`src/rtl/load_store_unit.sv`:
```
// RV32I load/store initiator for a word-indexed data memory with combinational read.
// Optional macro LSU_MISALIGN_CHECK_EN: report misaligned accesses instead of forcing low address bits.
module load_store_unit #(
  parameter int unsigned MEM_WORDS = 256
) (
  input  logic        clk_i,
  input  logic        rst_ni,
  input  logic        req_valid_i,
  output logic        req_ready_o,
  input  logic        req_we_i,
  input  logic [2:0]  req_funct3_i,
  input  logic [31:0] req_addr_i,
  input  logic [31:0] req_wdata_i,
  output logic        resp_valid_o,
  output logic [31:0] resp_rdata_o,
  output logic [1:0]  resp_err_o,
  output logic [31:0] mem_addr_o,
  output logic [31:0] mem_data_o,
  output logic        mem_we_o,
  input  logic [31:0] mem_q_i
);

  localparam int unsigned DW = 32;
  localparam logic [1:0] ERR_OK       = 2'b00;
  localparam logic [1:0] ERR_MISALIGN = 2'b01;
  localparam logic [1:0] ERR_RANGE    = 2'b10;
  localparam logic [1:0] ERR_FUNCT3   = 2'b11;

  typedef enum logic [2:0] {
    S_IDLE,
    S_RD,
    S_WR,
    S_RESP,
    S_ERR
  } state_e;

  state_e state_q, state_d;

  logic [1:0]    off_q, off_d;
  logic [DW-1:0] wdata_q, wdata_d;
  logic [2:0]    funct3_q, funct3_d;
  logic          we_q, we_d;
  logic          req_ready_q, req_ready_d;
  logic          resp_valid_q, resp_valid_d;
  logic [DW-1:0] resp_rdata_q, resp_rdata_d;
  logic [1:0]    resp_err_q, resp_err_d;
  logic [DW-1:0] mem_addr_q, mem_addr_d;
  logic [DW-1:0] mem_data_q, mem_data_d;
  logic          mem_we_q, mem_we_d;

  logic          accept;
  logic          illegal;
  logic          misaligned;
  logic          out_of_range;
  logic [DW-1:0] eff_addr;
  logic [1:0]    req_err;

  // Extract and extend the addressed lane of a little-endian word.
  function automatic logic [DW-1:0] load_ext(input logic [2:0] f3, input logic [1:0] off,
                                             input logic [DW-1:0] w);
    logic [DW-1:0] sh;
    sh = w >> {off, 3'b000};
    case (f3)
      3'b000:  load_ext = {{24{sh[7]}}, sh[7:0]};
      3'b100:  load_ext = {24'h0, sh[7:0]};
      3'b001:  load_ext = {{16{sh[15]}}, sh[15:0]};
      3'b101:  load_ext = {16'h0, sh[15:0]};
      default: load_ext = w;
    endcase
  endfunction

  // Replace the addressed byte/half lane of the old word with the store data.
  function automatic logic [DW-1:0] merge(input logic [2:0] f3, input logic [1:0] off,
                                          input logic [DW-1:0] old, input logic [DW-1:0] wd);
    logic [DW-1:0] mask;
    case (f3)
      3'b000:  mask = 32'h0000_00FF << {off, 3'b000};
      3'b001:  mask = 32'h0000_FFFF << {off, 3'b000};
      default: mask = 32'hFFFF_FFFF;
    endcase
    merge = (old & ~mask) | ((wd << {off, 3'b000}) & mask);
  endfunction

  // Request classification on the incoming (not yet latched) request.
  always_comb begin
    illegal    = req_we_i ? (req_funct3_i > 3'b010)
                          : (req_funct3_i == 3'b011 || req_funct3_i[2:1] == 2'b11);
    misaligned = (req_funct3_i[1:0] == 2'b01 && req_addr_i[0]) ||
                 (req_funct3_i[1:0] == 2'b10 && req_addr_i[1:0] != 2'b00);
    eff_addr   = req_addr_i;
`ifndef LSU_MISALIGN_CHECK_EN
    if (req_funct3_i[1:0] == 2'b10) begin
      eff_addr = req_addr_i & ~32'h3;
    end else if (req_funct3_i[1:0] == 2'b01) begin
      eff_addr = req_addr_i & ~32'h1;
    end
`endif
    out_of_range = ({2'b00, eff_addr[31:2]} >= DW'(MEM_WORDS));
    if (illegal) begin
      req_err = ERR_FUNCT3;
`ifdef LSU_MISALIGN_CHECK_EN
    end else if (misaligned) begin
      req_err = ERR_MISALIGN;
`endif
    end else if (out_of_range) begin
      req_err = ERR_RANGE;
    end else begin
      req_err = ERR_OK;
    end
  end

  assign accept = req_valid_i && req_ready_q;

  // Next-state and registered-output logic.
  always_comb begin
    state_d      = state_q;
    off_d        = off_q;
    wdata_d      = wdata_q;
    funct3_d     = funct3_q;
    we_d         = we_q;
    mem_addr_d   = mem_addr_q;
    mem_data_d   = mem_data_q;
    resp_rdata_d = '0;
    resp_err_d   = ERR_OK;

    case (state_q)
      S_IDLE: begin
        if (accept) begin
          off_d      = eff_addr[1:0];
          wdata_d    = req_wdata_i;
          funct3_d   = req_funct3_i;
          we_d       = req_we_i;
          mem_addr_d = {2'b00, eff_addr[31:2]};
          if (req_err != ERR_OK) begin
            state_d    = S_ERR;
            resp_err_d = req_err;
          end else if (req_we_i && req_funct3_i == 3'b010) begin
            state_d    = S_WR;
            mem_data_d = req_wdata_i;
          end else begin
            state_d = S_RD;
          end
        end
      end
      S_RD: begin
        if (we_q) begin
          state_d    = S_WR;
          mem_data_d = merge(funct3_q, off_q, mem_q_i, wdata_q);
        end else begin
          state_d      = S_RESP;
          resp_rdata_d = load_ext(funct3_q, off_q, mem_q_i);
        end
      end
      S_WR:    state_d = S_RESP;
      S_RESP:  state_d = S_IDLE;
      S_ERR:   state_d = S_IDLE;
      default: state_d = S_IDLE;
    endcase

    req_ready_d  = (state_d == S_IDLE);
    resp_valid_d = (state_d == S_RESP) || (state_d == S_ERR);
    mem_we_d     = (state_d == S_WR);
  end

  always_ff @(posedge clk_i or negedge rst_ni) begin
    if (!rst_ni) begin
      state_q <= S_IDLE;
    end else begin
      state_q <= state_d;
    end
  end

  always_ff @(posedge clk_i or negedge rst_ni) begin
    if (!rst_ni) begin
      off_q        <= '0;
      wdata_q      <= '0;
      funct3_q     <= '0;
      we_q         <= 1'b0;
      req_ready_q  <= 1'b0;
      resp_valid_q <= 1'b0;
      resp_rdata_q <= '0;
      resp_err_q   <= ERR_OK;
      mem_addr_q   <= '0;
      mem_data_q   <= '0;
      mem_we_q     <= 1'b0;
    end else begin
      off_q        <= off_d;
      wdata_q      <= wdata_d;
      funct3_q     <= funct3_d;
      we_q         <= we_d;
      req_ready_q  <= req_ready_d;
      resp_valid_q <= resp_valid_d;
      resp_rdata_q <= resp_rdata_d;
      resp_err_q   <= resp_err_d;
      mem_addr_q   <= mem_addr_d;
      mem_data_q   <= mem_data_d;
      mem_we_q     <= mem_we_d;
    end
  end

  assign req_ready_o  = req_ready_q;
  assign resp_valid_o = resp_valid_q;
  assign resp_rdata_o = resp_rdata_q;
  assign resp_err_o   = resp_err_q;
  assign mem_addr_o   = mem_addr_q;
  assign mem_data_o   = mem_data_q;
  assign mem_we_o     = mem_we_q;

endmodule
```
`config.mk`:
```
export PLATFORM = sky130hd
export DESIGN_NAME = load_store_unit
export DESIGN_NICKNAME = d
export VERILOG_FILES = /design/src/rtl/load_store_unit.sv
export SDC_FILE = /design/constraint.sdc
export NUM_CORES = 1
export LEC_CHECK = 0
export CAP_MARGIN = 5
export CORE_MARGIN = 3
export CORE_UTILIZATION = 35
export CTS_CLUSTER_SIZE = 28
export DETAILED_ROUTE_END_ITERATION = 16
export PLACE_DENSITY_LB_ADDON = 0.1
export REMOVE_ABC_BUFFERS = 1
export SYNTH_ARGS = -nofsm -noshare
export SYNTH_HDL_FRONTEND = slang
export SYNTH_SLANG_ARGS = --single-unit
```
`constraint.sdc`:
```
create_clock -name clk_i -period 2.5 [get_ports clk_i]
set_input_delay 0.375 -clock clk_i [delete_from_list [all_inputs] [get_ports clk_i]]
set_output_delay 0.375 -clock clk_i [all_outputs]
set_load 0.02 [all_outputs]
```
Word-level counts from Yosys, hierarchy flattened

Cells that the tools add are included.
Widths: inputs -> output; s select.

Divide/modulo/power cells: 0
Multiplexer cells: 24
Add/subtract/negate cells: 0
Shifts and indexed selects: 4
Reduce and logical (&&, ||, !) cells: 11
Equal/unequal tests: 17
Bitwise gates (word level): 4
Multiply operators: 0
Magnitude comparators: 2

Operator list:

| kind                  | number |
|---|---|
| $mux 32               | 8 |
| $pmux 32 s2           | 2 |
| $pmux 32 s4           | 1 |
| $and 32x32->32        | 2 |
| $not 32->32           | 1 |
| $or 32x32->32         | 1 |
| $shl 16x5->32 const A | 1 |
| $shl 32x5->32         | 1 |
| $shl 8x5->32 const A  | 1 |
| $shr 32x5->16         | 1 |
| $ge 30x9->1 const B   | 1 |
| $eq 3x2->1 const B    | 5 |
| $mux 2                | 7 |
| $eq 3x3->1 const B    | 3 |
| $logic_not 3->1       | 3 |
| $pmux 3 s3            | 1 |
| $ne 2x2->1 const B    | 4 |
| $eq 3x1->1 const B    | 2 |
| $mux 3                | 2 |
| $reduce_and 5->1      | 1 |
| $eq 2x2->1 const B    | 2 |
| $reduce_bool 2->1     | 2 |
| $gt 3x2->1 const B    | 1 |
| $mux 1                | 3 |
| 4 further kinds       | 6 |

Memories kept: 0
Output and inout bits: 101
Bits in read-only memories: 0
Input port bits: 103
Register bits after elaboration: 140
Memory bits (writable): 0
Latch bits: 0

Logic depth before layout (Yosys ltp)

Gate-level depths: netlist of the first run.

Word-level depth: 10
Gate-level depth with buffers: 8
Gate-level depth less buffers: 5

Worst setup path before layout of the first run

No wires, ideal clock.

Kind: register to register
Start point: register state_q[0]
End point: register mem_data_q[10], in the netlist mem_data_o[10]
Buffers on the path: 2
Cell stages (with the launch flop): 8
Data arrival time: 1.763 ns
Data required time: 2.375 ns
Setup time: 0.125 ns
Period minus slack after synthesis: 1.888 ns
Path slack: 0.612 ns
Cell sequence: dfrtp_1 buf_4 or3b_1 a21oi_2 nor2_1 a31oi_4 buf_6 mux2_2

Longest elaborated chain between the ends: 3
Elaborated cells on any way between the ends: 9
Those cells by class: eq/ne: 5; mux: 1; reduce/logical: 3

RTL lines:

| what                                                      | line | RTL |
|---|---|---|
| start, declared                                           | 37   | `state_e state_q, state_d;` |
| start signal, assigned                                    | 169  | `state_q <= state_d;` |
| $eq 3x1->1 or $logic_not 3->1 (tied branches)             | 126  | `case (state_q)` |
| $ne 2x2->1 (no line) or $reduce_bool 2->1 (tied branches) | -    |  |
| $reduce_and 5->1 (no line)                                | -    |  |
| end signal, assigned                                      | 196  | `mem_data_q <= mem_data_d;` |
| end, declared                                             | 48   | `logic [DW-1:0] mem_data_q, mem_data_d;` |

Parallel ways exist; a longest one is shown, timed or not.
A chain may end at the register's enable or synchronous reset.

Worst setup path after layout of the first run

Start point: register off_q[1]
End point: register mem_data_q[23], in the netlist mem_data_o[23]

Longest elaborated chain between the ends: 9
Elaborated cells on any way between the ends: 12
Those cells by class: shift: 3; mux: 5; bitwise: 4

RTL lines:

| what                                          | line   | RTL |
|---|---|---|
| start, declared                               | 39     | `logic [1:0] off_q, off_d;` |
| start signal, assigned                        | 175    | `off_q <= '0;` |
| start signal, assigned                        | 187    | `off_q <= off_d;` |
| $shl 16x5->32 or $shl 8x5->32 (tied branches) | 78, 77 |  |
| $pmux 32 s2                                   | 76     | `case (f3)` |
| $mux 32                                       | 146    | `if (we_q) begin` |
| $mux 32                                       | 126    |  |
| $not 32->32                                   | 81     | `merge = (old & ~mask) \| ((wd << {off, 3'b000}) & mask);` |
| $and 32x32->32                                | 81     |  |
| $or 32x32->32 *                               | 81     |  |
| $mux 32 *                                     | 146    |  |
| $pmux 32 s2 *                                 | 126    |  |

Every way passes the cells marked *; elsewhere a longest branch is shown, timed or not. The select of a mux whose other input is x is not followed.

==> results of run 1 <==
## registers in the layout, summed over array words and instances, names as in the netlist
signal and count:
resp_rdata_o 32, req_ready_o 1, funct3_q 3, wdata_q 32, mem_we_o 1, resp_err_o 2
state_q 3, off_q 2, resp_valid_o 1, we_q 1, mem_addr_o 30, mem_data_o 32
## final cells by class
type	instances	share of cell area (%)
Clock buffer	24	5.068
Multi-Input combinational cell	538	30.81
Sequential cell	140	35.40
Clock inverter	7	0.6319
Timing Repair Buffer	242	24.10
Inverter	18	0.6824
Antenna cell	1	0.02527
Tap cell	260	3.286
## path summary, 6_finish.rpt
path,end,cells after the start
max in group asynchronous,resp_rdata_o[29]$_DFF_PN0_,3
worst min-delay path,mem_addr_o[17]$_DFFE_PN0P_,2
worst min register to register,mem_addr_o[17]$_DFFE_PN0P_,2
min in group asynchronous,resp_rdata_o[17]$_DFF_PN0_,2
worst max-delay path,mem_data_o[23]$_DFFE_PN0P_,6
worst max register to register,mem_data_o[23]$_DFFE_PN0P_,6
## layer usage
metal	vias to the layer above	track usage, %	wire [um]
met5	-	0	0
met4	0	5.651	402
met3	26	7.007	1782
met2	230	33.33	10170
met1	2955	28.43	10380
li1	2937	-	-
## cell usage in the layout, fill, tap and decap left out, types with 7 or more instances in the layout
| master | n |
|---|---|
| o221a_2 | 7 |
| nand2_1 | 248 |
| clkdlybuf4s50_1 | 200 |
| nand2b_1 | 7 |
| mux2_2 | 42 |
| inv_1 | 18 |
| nor2_1 | 53 |
| buf_4 | 35 |
| clkbuf_16 | 17 |
| a221oi_1 | 16 |
| mux2i_1 | 34 |
| a31oi_1 | 8 |
| a21oi_1 | 37 |
| nand3_1 | 11 |
| o21ai_0 | 29 |
| dfrtp_1 | 139 |
## kinds of logic after synthesis
| family | synth area share [%] |
|---|---|
| other | 0.05481 |
| AND/OR/NAND/NOR | 20.28 |
| buffers and inverters | 4.334 |
| AO/OA/AOI/OAI | 11.41 |
| multiplexers | 12.71 |
| flip-flops | 51.21 |
## power breakdown
part           switching [mW]  total [mW]  internal [mW]
registers               0.607        3.66           3.06
logic                    3.37        5.94           2.57
clock network           0.943        2.43           1.49
## worst reg2reg max path: cells and delay by family, from the launching register on
| family | cells | cell delay, ns |
|---|---|---|
| AND/OR/NAND/NOR | 1 | 0.21 |
| buffers and inverters | 1 | 0.20 |
| multiplexers | 1 | 0.27 |
| flip-flops | 1 | 0.49 |
| AO/OA/AOI/OAI | 3 | 1.00 |
## metrics by stage
stage / instance area [um2] / utilization [%] / hold WS [ns]
after detailed placement: 9324 / 49.19 / 0.3670
after global routing: 9901 / 52.23 / 0.4757
after floorplan: 6616 / - / 0.07941
final: 9901 / 52.23 / 0.4707
after global placement: 9324 / 49.19 / 0.3651
after CTS: 9898 / 52.22 / 0.4667
==> results.json, run 1 <==
{
  "hold_buffers": 1,
  "layoutNonFillerInstCount": 1230,
  "min_path_type": "reg2reg",
  "finClkSkew_ns": 0.005824,
  "path_common_cell": "o21ai_0",
  "io-pin-count": 204,
  "synthCells": 741,
  "yosys_warnings": 0,
  "multi_input_area_um2": 3050,
  "ys_ff_latch": 140,
  "clk_latency_ns": 0.42,
  "drc": 0,
  "synth_edf_count": 0,
  "grt-ovfl-total": 0,
  "fill_cells": 1777,
  "cp.arrival_ns": 2.60,
  "cts_made_buffers": 17,
  "ant_nets": 0,
  "max_freq_mhz": 434.0,
  "critPathKind": "reg2reg",
  "clock_path_buffers": 2,
  "gp_congestion": 0.7977,
  "cts.clk_slew.worst_paths_ns": 0.06,
  "path_max_fanout": 10,
  "startpoint_type": "register",
  "fin_ws_ns": 0.1958,
  "fp.dieH_um": 145.8,
  "vias": 6148,
  "core-area_um2": 18960,
  "grt_pass1_vias": 6209,
  "yosys.area.top_type": "dfrtp_1",
  "regArea_um2": 3505,
  "slowest_stage": "a2111o_1",
  "post_drt_wl_per_cell_um": 18.49,
  "cap_violations": 0,
  "status": "finished clean",
  "dieArea_um2": 21260,
  "clkSinkCount": 140,
  "drive_gt1_share_pct": 13.52,
  "rsz0062_at_grt": "false",
  "grt_max_degree": 52,
  "ys_seq_area_share_pct": 51.21,
  "num_rows": 50,
  "vias_per_cell": 4.998,
  "startpoint": "off_q[1]$_DFFE_PN0P_",
  "post-route-period-util_pct": 92.17,
  "detail_route.wirelength_um": 22740,
  "cts_setup_buffers": 0,
  "worst_setup_path_end_kind": "register",
  "ir_drop_v": 0.0006892,
  "dp.cells": 1197,
  "power_mw": 12.03,
  "worstMarginPinSlew_ns": 0.9624,
  "finalSetupViolCount": 0,
  "initial_core_util_pct": 36.09,
  "r2r-start": "off_q[1]$_DFFE_PN0P_",
  "root_buffer": "clkbuf_16",
  "drt_iter0_drc": 462,
  "post_cts_resized": 0,
  "syn_area_per_cell_um2": 9.233,
  "synth_area_leaders": "dfrtp_1 (51%), nand2_1 (14%), mux2_2 (6.9%)",
  "cp_cell_sequence": "nor2b_1 > buf_4 > a2111o_1 > o21ai_0 > o21ai_0 > mux2_2",
  "drv_slew": 0,
  "area_growth_pct": 44.71,
  "dp_hpwl_um": 15800,
  "synthMostInstantiatedCell": "nand2_1",
  "synth_common_cells": "nand2_1 (248), dfrtp_1 (140), nor2_1 (53)",
  "slowest_delay_ns": 0.61,
  "synth.top_cell.area_share_pct": 51.21,
  "worstPathRequired_ns": 2.80,
  "powerDensity_nw_per_um2": 1215,
  "yosysUniqueCellTypes": 45,
  "antenna_found_initial": 1,
  "cp_top_family": "compound AO/OA/AOI/OAI gates",
  "tritoncts": "done",
  "hold_violations": 0,
  "hold_start": "mem_addr_o[17]$_DFFE_PN0P_",
  "leakagePower_nw": 4.659,
  "dr.pass1.iters": 5,
  "htreeDepth": 4,
  "die_w_um": 145.8,
  "portBuffers": 201,
  "cp_num_buf_inv": 1,
  "async_reset_ff_share_pct": 100.0,
  "syn-cell-area_um2": 6842,
  "synth_ff_type": "dfrtp_1",
  "max-slew-margin-rel_pct": 35.83,
  "reg2reg_slack_ns": 0.20,
  "grt_pass1_wl_um": 35850,
  "gr-usage-all-layers_pct": 21.26,
  "finalCriticalPeriod_ns": 2.304,
  "pre_cts_ws_ns": 0.01084,
  "tns_ns": 0,
  "finalNetCount": 1060
}
Power figures use the tool's default switching activity.
==> run 2: changes to the inputs <==
--- a/config.mk
+++ b/config.mk
@@ -12,6 +12,7 @@
 export DETAILED_ROUTE_END_ITERATION = 16
 export PLACE_DENSITY_LB_ADDON = 0.1
 export REMOVE_ABC_BUFFERS = 1
+export SKIP_CTS_REPAIR_TIMING = 1
 export SYNTH_ARGS = -nofsm -noshare
 export SYNTH_HDL_FRONTEND = slang
 export SYNTH_SLANG_ARGS = --single-unit
==> results.json, run 2 (same netlist as run 1, synthesis figures left out) <==
{
  "status": "finished clean",
  "power_mw": 12.03,
  "min_path_type": "reg2reg",
  "htreeDepth": 4,
  "ant_nets": 0,
  "cts_made_buffers": 17,
  "clk_latency_ns": 0.42,
  "clkSinkCount": 140,
  "post_drt_wl_per_cell_um": 18.49,
  "vias": 6148,
  "dp_hpwl_um": 15800,
  "worstReg2RegEnd": "mem_data_o[23]$_DFFE_PN0P_",
  "finClkSkew_ns": 0.005824,
  "layoutNonFillerInstCount": 1230,
  "io-pin-count": 204,
  "dp.cells": 1197,
  "die_w_um": 145.8,
  "dieArea_um2": 21260,
  "worstHoldPathCells": 2,
  "finalSetupViolCount": 0,
  "rsz0062_at_grt": "false",
  "grt-ovfl-total": 0,
  "clock_path_buffers": 2,
  "r2r-start": "off_q[1]$_DFFE_PN0P_",
  "cts.clk_slew.worst_paths_ns": 0.06,
  "antenna_found_initial": 1,
  "startpoint_type": "register",
  "detail_route.wirelength_um": 22740,
  "critPathKind": "reg2reg",
  "powerDensity_nw_per_um2": 1215,
  "ir_drop_v": 0.0006892,
  "final_cell_mix": "nand2_1 (248), clkdlybuf4s50_1 (200), dfrtp_1 (139)",
  "place_area_um2": 9324,
  "root_buffer": "clkbuf_16",
  "portBuffers": 201,
  "drv_slew": 0,
  "leakagePower_nw": 4.659,
  "dr.pass1.iters": 5,
  "drc": 0,
  "cp.arrival_ns": 2.60,
  "fp.dieH_um": 145.8,
  "grt_pass1_wl_um": 35820,
  "finish.instance_area_um2": 9901,
  "reg2reg_slack_ns": 0.20,
  "core-area_um2": 18960,
  "cap_violations": 0,
  "hold_violations": 0,
  "holdPathEnd": "mem_addr_o[17]$_DFFE_PN0P_",
  "area_growth_pct": 44.71,
  "initial_core_util_pct": 36.09,
  "num_rows": 50,
  "worst_setup_path_end_kind": "register",
  "hold_start": "mem_addr_o[17]$_DFFE_PN0P_",
  "gp_congestion": 0.7977,
  "mostFrequentLayoutCell": "nand2_1",
  "worstMarginPinSlew_ns": 0.9624,
  "gr-usage-all-layers_pct": 21.25,
  "drive_gt1_share_pct": 13.52,
  "path_max_fanout": 10,
  "grt_max_degree": 52,
  "max-slew-margin-rel_pct": 35.83,
  "tritoncts": "done",
  "worstPathRequired_ns": 2.80,
  "grt_pass1_vias": 6200,
  "drt_iter0_drc": 462,
  "post-route-period-util_pct": 92.17,
  "r2r_cells": 6,
  "finalCriticalPeriod_ns": 2.304,
  "finalNetCount": 1060,
  "vias_per_cell": 4.998,
  "max_freq_mhz": 434.0
}
==> run 2: cell counts in the layout (fill, tap and decap cells not counted) <==
No cell type changed its count.
==> run 2: report_power, final <==
part	internal, mW	switching, mW	total [mW]
sequential	3.06	0.607	3.66
clock	1.49	0.943	2.43
combinational	2.57	3.37	5.94
total	7.12	4.92	12.0
==> run 2: critical path: stages (launching register included) <==
cell	delay, ns
dfrtp_1	0.49
nor2b_1	0.21
buf_4	0.20
a2111o_1	0.61
o21ai_0	0.27
o21ai_0	0.12
mux2_2	0.27
==> run 2: final cells by class <==
class / instances / area [um2]
Fill cell: 1774 / 9055
Inverter: 18 / 67.56
Sequential cell: 140 / 3505
Multi-Input combinational cell: 538 / 3050
Antenna cell: 1 / 2.502
Timing Repair Buffer: 242 / 2386
Tap cell: 260 / 325.3
Clock buffer: 24 / 501.7
Clock inverter: 7 / 62.56
==> run 2: worst max path at each step <==
stage,startpoint,endpoint
2_1_floorplan,state_q[2]$_DFF_PN0_,mem_data_o[28]$_DFFE_PN0P_
3_3_place_gp,req_addr_i[13],mem_data_o[28]$_DFFE_PN0P_
3_5_place_dp,req_addr_i[13],mem_data_o[31]$_DFFE_PN0P_
4_1_cts,off_q[1]$_DFFE_PN0P_,mem_data_o[23]$_DFFE_PN0P_
5_1_grt,off_q[1]$_DFFE_PN0P_,mem_data_o[23]$_DFFE_PN0P_
6_report,off_q[1]$_DFFE_PN0P_,mem_data_o[23]$_DFFE_PN0P_
==> run 2: per-layer routing <==
metal	GRT usage, %	vias to the layer above	routed length [um]
li1	-	2937	-
met1	28.41	2955	10380
met2	33.29	230	10170
met3	7.038	26	1782
met4	5.651	0	402
met5	0	-	0
==> run 2: per-stage QoR <==
| step | hold slack (ns) | setup slack (ns) | TNS [ns] | utilization [%] |
|---|---|---|---|---|
| after global routing | 0.4757 | 0.06995 | 0 | 52.23 |
| after global placement | 0.3651 | 0.01719 | 0 | 49.19 |
| after detailed placement | 0.3670 | 0.01084 | 0 | 49.19 |
| after floorplan | 0.07941 | -0.9837 | -34.63 | - |
| after CTS | -0.08326 | 0.1814 | 0 | 52.16 |
| final | 0.4707 | 0.1958 | 0 | 52.23 |
==> patch, RTL diff (flow settings as in run 1) <==
`MEM_WORDS`: 256 -> 192.
--- a/src/rtl/load_store_unit.sv
+++ b/src/rtl/load_store_unit.sv
@@ -1,7 +1,7 @@
 // RV32I load/store initiator for a word-indexed data memory with combinational read.
 // Optional macro LSU_MISALIGN_CHECK_EN: report misaligned accesses instead of forcing low address bits.
 module load_store_unit #(
-  parameter int unsigned MEM_WORDS = 256
+  parameter int unsigned MEM_WORDS = 192
 ) (
   input  logic        clk_i,
   input  logic        rst_ni,
Check against the original RTL: not equivalent (a bounded check fails within 4 cycles, from zero or initial values and one cycle with rst_ni low).
==> patch against run 1 <==
  * Worst setup slack better by 5.9 ps
  * Routed wire length is 1.6% lower
  * Sequential share of layout area is 0.089 points lower
  * Synthesized area is 0.48% higher
  * Sequential cell count stayed put
  * First-iteration DRC count is 17% lower
  * Total power is 3.0% lower
  * Final area is 0.25% higher
==> patch: results (changes against run 1) <==
----------------------------------------------------
[Run status]
  Status ... complete, no violations (unchanged)

[GRT]
  Pin count of the biggest net entering global routing ... 71 (was 52)
  Met2 usage ... 33.4% (was 33.3%)
  Met1 track demand over resource in global routing ... 27.5% (was 28.4%)
  Initial antenna violation count ... 0 (was 1)

[Setup path]
  Top Family by Delay on Critical Path ... simple AND/OR/NAND/NOR gates (was compound AO/OA/AOI/OAI gates)
  Data arrival time of the critical path ... 2660 ps (was 2600 ps)
  Cell with the biggest individual delay on the critical path ... sky130_fd_sc_hd__nor2_1 (was sky130_fd_sc_hd__a2111o_1)

[Cells and area]
  Final-layout clock-cell area share ... 5.69% (was 5.70%)
  Post-route non-filler standard cell count ... 1,203 (was 1,230)
  Design Area, Final ... 9930 um2 (was 9900 um2)
  Count of plain and timing-repair buffers in the layout ... 238 (was 242)
  Sequential share of cell area ... 35.3% (was 35.4%)
  Fraction of layout instances using a drive strength above 1 ... 13.7% (was 13.5%)
  Non-Clock Buffer Area Fraction ... 23.7% (was 24.1%)
  Number of inserted diodes ... 0 (was 1)
  FF+latch count ... 140 (unchanged)
  Net total in the final layout ... 1,033 (was 1,060)
  Count of multi-input combinational gates ... 515 (was 538)

[Synthesis]
  Synthesized cell area ... 6870 um2 (was 6840 um2)
  Number of cells produced by synthesis ... 717 (was 741)

[Power and ir drop]
  Leak pwr ... 4.79 nW (was 4.66 nW)

[Route]
  Routed length on met1 ... 9.81 mm (was 10.4 mm)
  Amount of wire on met3 after detailed routing ... 1.85 mm (was 1.78 mm)
  DRC violation total after the first TritonRoute iteration ... 382 (was 462)

[Placed design]
  Detail Placement HPWL ... 15.9 mm (was 15.8 mm)
  Worst slack at placement ... -11.1 ps (was 10.8 ps)
  Cell count after placement ... 1,170 (was 1,197)
  Placement Cell Area ... 9350 um2 (was 9320 um2)

----------------------------------------------------
[patch: cell types whose count changed in the layout (fill, tap and decap cells not counted), sizes merged, moves of 5 or more]
cell,delta
nor2,-26
a221oi,-8
o21ai,+19
mux2i,+14
a22oi,+15
a222oi,-5
nand3,-10
nand2,-6
a31oi,-8
a21oi,-5
[patch: path summary, 6_finish.rpt]
| path | from | endpoint | slack (ps) | cells past startpoint |
|---|---|---|---|---|
| worst max-delay path | off_q[1]$_DFFE_PN0P_ | resp_rdata_o[6]$_DFF_PN0_ | 200 | 5 |
| max in group asynchronous | rst_ni | wdata_q[31]$_DFFE_PN0P_ | 1290 | 3 |
| worst max register to register | off_q[1]$_DFFE_PN0P_ | resp_rdata_o[6]$_DFF_PN0_ | 200 | 5 |
| worst min-delay path | mem_addr_o[9]$_DFFE_PN0P_ | mem_addr_o[9]$_DFFE_PN0P_ | 470 | 2 |
| min in group asynchronous | rst_ni | mem_data_o[27]$_DFFE_PN0P_ | 490 | 2 |
| worst min register to register | mem_addr_o[9]$_DFFE_PN0P_ | mem_addr_o[9]$_DFFE_PN0P_ | 470 | 2 |
[patch: power groups by stage]
stage               Clock, mW  Combinational, mW  Sequential, mW
global route             2.57               6.09            3.73
CTS                      2.46               5.66            3.62
global placement            0               5.55            3.62
finish                   2.42               5.64            3.62
floorplan                   0               2.54            4.18
detailed placement          0               5.63            3.63
[patch: kinds of logic (layout without fill, tap and decap cells)]
kind of cell | after synthesis | after routing | share of synthesized area, %
buf+inv | 63 | 288 | 4.06
other cells | 1 | 2 | 0.0546
flops | 140 | 140 | 51.0
simple gates | 299 | 299 | 17.7
mux | 90 | 90 | 15.6
compound gates | 124 | 124 | 11.6
[patch: what timing repair did]
item	4_1_cts	5_1_grt
hold buffers	1	0
gates resized for setup	0	0
endpoints found under the hold margin	58	0
